## src/rtl/fpu_normaliser_seq.sv

```systemverilog
// Multi-cycle post-arithmetic normaliser: shifts the mantissa left (pulling in guard/round)
// and decrements the exponent until the hidden bit is set or the exponent hits its floor.
module fpu_normaliser_seq #(
  parameter int EXP_W  = 10,
  parameter int MAN_W  = 27,
  parameter int HIDDEN = 23,
  parameter int EMIN   = -126,
  parameter int STEP   = 1,
  parameter int CNT_W  = 6
) (
  input  logic             clk,
  input  logic             rst,
  input  logic             in_valid,
  output logic             in_ready,
  input  logic [EXP_W-1:0] z_e_in,
  input  logic [MAN_W-1:0] z_m_in,
  input  logic             guard_in,
  input  logic             round_bit_in,
  output logic             out_valid,
  input  logic             out_ready,
  output logic [EXP_W-1:0] z_e_out,
  output logic [MAN_W-1:0] z_m_out,
  output logic             guard_out,
  output logic             round_bit_out,
  output logic [CNT_W-1:0] steps
);

  typedef enum logic [1:0] {IDLE, NORM, DONE} state_t;

  // The floor is compared one bit wider so a negative EMIN never aliases.
  localparam logic signed [EXP_W:0] EMIN_X = (EXP_W+1)'(EMIN);
  localparam int                    SW     = CNT_W + $clog2(STEP + 1) + 1;
  localparam logic [CNT_W-1:0]      SAT    = '1;

  state_t state, state_next;

  logic [EXP_W-1:0] e_q, e_n;
  logic [MAN_W-1:0] m_q, m_n;
  logic             g_q, g_n;
  logic             r_q, r_n;
  logic [CNT_W-1:0] steps_q, steps_n;
  logic [SW-1:0]    cnt;
  logic [SW-1:0]    sum;

  function automatic logic can_step(input logic [EXP_W-1:0] ev, input logic [MAN_W-1:0] mv);
    return !mv[HIDDEN] && ($signed({ev[EXP_W-1], ev}) > EMIN_X);
  endfunction

  assign in_ready      = (state == IDLE);
  assign out_valid     = (state == DONE);
  assign z_e_out       = e_q;
  assign z_m_out       = m_q;
  assign guard_out     = g_q;
  assign round_bit_out = r_q;
  assign steps         = steps_q;

  // Up to STEP single-bit steps, re-checking the stop condition before each one.
  always_comb begin
    e_n = e_q;
    m_n = m_q;
    g_n = g_q;
    r_n = r_q;
    cnt = '0;
    for (int i = 0; i < STEP; i++) begin
      if (can_step(e_n, m_n)) begin
        e_n = e_n - 1'b1;
        m_n = {m_n[MAN_W-2:0], g_n};
        g_n = r_n;
        r_n = 1'b0;
        cnt = cnt + SW'(1);
      end
    end
    sum     = SW'(steps_q) + cnt;
    steps_n = (sum > SW'(SAT)) ? SAT : sum[CNT_W-1:0];
  end

  always_comb begin
    state_next = state;
    case (state)
      IDLE:    if (in_valid) state_next = NORM;
      NORM:    if (!can_step(e_q, m_q)) state_next = DONE;
      DONE:    if (out_ready) state_next = IDLE;
      default: state_next = IDLE;
    endcase
  end

  always_ff @(posedge clk) begin
    if (rst) state <= IDLE;
    else     state <= state_next;
  end

  always_ff @(posedge clk) begin
    if (rst) begin
      e_q     <= '0;
      m_q     <= '0;
      g_q     <= 1'b0;
      r_q     <= 1'b0;
      steps_q <= '0;
    end else begin
      case (state)
        IDLE: begin
          if (in_valid) begin
            e_q     <= z_e_in;
            m_q     <= z_m_in;
            g_q     <= guard_in;
            r_q     <= round_bit_in;
            steps_q <= '0;
          end
        end
        NORM: begin
          // When no step is possible these equal the current values, so the registers hold.
          e_q     <= e_n;
          m_q     <= m_n;
          g_q     <= g_n;
          r_q     <= r_n;
          steps_q <= steps_n;
        end
        default: ;
      endcase
    end
  end

endmodule

```

## config.mk

```make
export PLATFORM = sky130hd
export DESIGN_NAME = fpu_normaliser_seq
export DESIGN_NICKNAME = d
export VERILOG_FILES = /design/src/rtl/fpu_normaliser_seq.sv
export SDC_FILE = /design/constraint.sdc
export NUM_CORES = 1
export LEC_CHECK = 0
export ABC_AREA = 0
export CAP_MARGIN = 25
export CORE_MARGIN = 2
export CORE_UTILIZATION = 37
export CTS_BUF_LIST = sky130_fd_sc_hd__clkbuf_8
export CTS_CLUSTER_DIAMETER = 60
export DETAILED_ROUTE_END_ITERATION = 12
export PLACE_DENSITY = 0.68
export SYNTH_ARGS = -nofsm -noshare
export SYNTH_HDL_FRONTEND = slang
export SYNTH_SLANG_ARGS = --single-unit
```

## constraint.sdc

```tcl
create_clock -name clk -period 2.93 [get_ports clk]
set_input_delay 0.293 -clock clk [delete_from_list [all_inputs] [get_ports clk]]
set_output_delay 0.293 -clock clk [all_outputs]
set_load 0.05 [all_outputs]
```

==> summary.txt <==
Outcome
  – Run status: finished clean

Power and ir drop
  – P_leak: 1.26 nW
  – Sw power: 1.02 mW
  – Int Pwr: 1.40 mW
  – Clock power frac: 21.5%
  – Switching share of total power: 42.0%
  – Design Power: 2.42 mW
  – Pwr dens: 685 mW/mm^2
  – Flop pwr share: 34.1%
  – Comb pwr share: 44.3%
  – Worst VDD drop: 365 uV

STA
  – Maximum clock rate: 393 MHz
  – Worst Skew: 11.0 ps
  – RSZ-0062 raised after global routing: false
  – Min Tclk post-route: 2540 ps
  – Part of the cycle the worst path needs: 86.8%
  – Setup tns final: 0 ps
  – Tightest Pin Transition: 776 ps
  – Setup ws final: 388 ps
  – Final setup viols: 0
  – Final Slew Violations: 0
  – Final hold violations: 0
  – Slew HR: 48.1%

Detailed routing
  – DRC Markers: 0
  – Drt first pass iters: 4
  – Vias per cell: 5.72
  – Vias post-DR: 2681
  – Avg WL per Cell: 16.2 um
  – Starting DRC count in detailed routing: 138
  – Routed wire length: 7600 um
  – ANT nets after route: 0

Floorplan
  – Initial core utilization: 38.8%
  – Die ar.: 0.00740 mm^2
  – Core area: 0.00642 mm^2
  – Die X: 86.0 um
  – # rows: 29
  – Chip height: 86.0 um
  – IO Count: 90

CTS
  – # Post-CTS Setup Buffers: 0
  – Post_cts resized: 0
  – Clk sinks: 47
  – Clk root buf: clkbuf_8
  – Worst-path clk slew: 90 ps
  – # hold bufs at CTS: 0
  – Bufs on Longest Clock Path: 2
  – CTS Buf Count: 5
  – TritonCTS clock tree: yes
  – H-Tree Depth: 2
  – Clk_lat worst skew: 310 ps

Place
  – Port Buffer Count: 89
  – Pre-CTS setup slack: 421 ps
  – DP Wirelength: 5270 um
  – Gpl congestion: 0.838

Yosys
  – Post-Syn Instances: 313
  – Primary FF master, synth: dfxtp_1
  – Yosys warns: 0
  – Synthesized area: 0.00249 mm^2
  – Ys async rst share: 0%
  – Mapped Nets: 360
  – Register area share after synthesis: 37.8%
  – Synth Area per Inst: 7.95 um^2
  – Distinct cells, synth: 44
  – #FFs+latches synth: 47
  – Number of flops mapped to enable cells by yosys: 0

Setup path
  – CP max FO: 7
  – Reg2reg setup slack: 390 ps
  – Kind of critical path: reg2reg
  – CP arrival: 2790 ps
  – WP data required: 3180 ps
  – CP Capture Type: flop
  – Crit path launch type: flop

Cells and area
  – Layout area overhead: 42.0%
  – Diode count: 0
  – Final nets: 438
  – Share of layout cells above drive strength 1: 7.91%
  – # fillers: 624

Job
  – Max-Cap Viols: 0

Global routing
  – Global Route Usage Sum: 20.8%
  – Remaining Overflow, GRT: 0
  – First-pass GRT wire length: 12600 um
  – Vias in the first global route: 2619
  – Largest net degree at the start of global routing: 37
  – Initial antenna violation count: 0

Worst hold path
  – Worst min-delay path category: reg2reg
-- power by group through the flow --
stage / Sequential (mW) / Combinational [mW] / Clock [mW]
2_1_floorplan: 1.13 / 0.416 / 0
3_3_place_gp: 0.839 / 1.06 / 0
3_5_place_dp: 0.839 / 1.07 / 0
4_1_cts: 0.825 / 1.08 / 0.526
5_1_grt: 0.842 / 1.15 / 0.550
6_report: 0.826 / 1.07 / 0.522
-- flip-flops by register name, summed over array words and instances, names as in the netlist --
| signal | flops |
|---|---|
| guard_out | 1 |
| round_bit_out | 1 |
| state | 2 |
| steps | 6 |
| z_e_out | 10 |
| z_m_out | 27 |
-- through the flow --
step | cells | hold WS, ps | utilization (%) | instance area (um^2)
after detailed placement | 461 | 486 | 53.2 | 3410
after CTS | 469 | 499 | 55.1 | 3540
after floorplan | 313 | 423 | - | 2490
after global routing | 469 | 518 | 55.1 | 3540
final | 469 | 492 | 55.1 | 3540
after global placement | 461 | 488 | 53.2 | 3410
-- cell usage after synthesis, types with 3 or more instances --
cell / instances / area, um^2
nand2_1: 70 / 263
nor3b_1: 3 / 22.5
buf_6: 4 / 45.0
dfxtp_1: 47 / 941
a21oi_1: 21 / 105
inv_1: 3 / 11.3
nor2_1: 13 / 48.8
o32ai_1: 6 / 52.6
buf_2: 6 / 30.0
o21ai_0: 7 / 35.0
ha_1: 4 / 50.1
nor2b_1: 3 / 18.8
nor3_1: 32 / 160
and3_1: 3 / 18.8
clkbuf_1: 17 / 63.8
a31oi_1: 3 / 18.8
nand3_1: 12 / 60.1
a311oi_1: 22 / 193
a311oi_2: 7 / 105
-- critical path, cell delays in order (launching register included) --
cell and delay, ps:
dfxtp_1 440, inv_1 100, ha_1 190, nand2b_1 200, a31o_2 300, a21oi_1 190
ha_1 200, ha_1 210, and3_1 210, and3_1 220, o21ai_0 100, a21oi_1 130
-- worst paths after layout --
kind                               from                    endpoint  cells past startpoint
max             z_e_out[0]$_SDFFE_PP0P_       steps[1]$_SDFFE_PP0P_                     11
min          round_bit_out$_SDFFE_PP0P_  round_bit_out$_SDFFE_PP0P_                      2
max reg2reg     z_e_out[0]$_SDFFE_PP0P_       steps[1]$_SDFFE_PP0P_                     11
min reg2reg  round_bit_out$_SDFFE_PP0P_  round_bit_out$_SDFFE_PP0P_                      2
-- kinds of logic (layout without fill, tap and decap cells) --
group | after synthesis | count (layout) | share of synthesized area (%)
AO/OA/AOI/OAI | 82 | 82 | 26.2
AND/OR/NAND/NOR | 149 | 149 | 27.6
flip-flops | 47 | 47 | 37.8
buffers and inverters | 31 | 110 | 6.33
adder cells (fa/ha/maj) | 4 | 4 | 2.01
-- placed cells by master, fill, tap and decap left out, types with 4 or more instances in the layout --
cell,count
clkdlybuf4s50_1,88
nand2_1,70
dfxtp_1,47
nor3_1,32
a311oi_1,22
a21oi_1,21
nor2_1,13
nand3_1,12
buf_4,10
o21ai_0,7
o32ai_1,6
a311oi_2,6
clkbuf_8,6
ha_1,4
-- final cells by class --
class                           instances  area, um^2  share of cell area, %
Clock buffer                            6        82.6                   2.34
Clock inverter                          2        38.8                   1.10
Inverter                                3        11.3                  0.318
Multi-Input combinational cell        235        1410                   39.7
Sequential cell                        47         941                   26.6
Tap cell                               77        96.3                   2.72
Timing Repair Buffer                   99         961                   27.2
-- metal layers --
metal,global-route usage [%],up-vias,wire length (um)
met3,3.85,14,481
met4,8.37,0,150
li1,-,1318,-
met2,32.6,89,3460
met5,0,-,0
met1,28.2,1260,3500
Power figures use the tool's default switching activity.
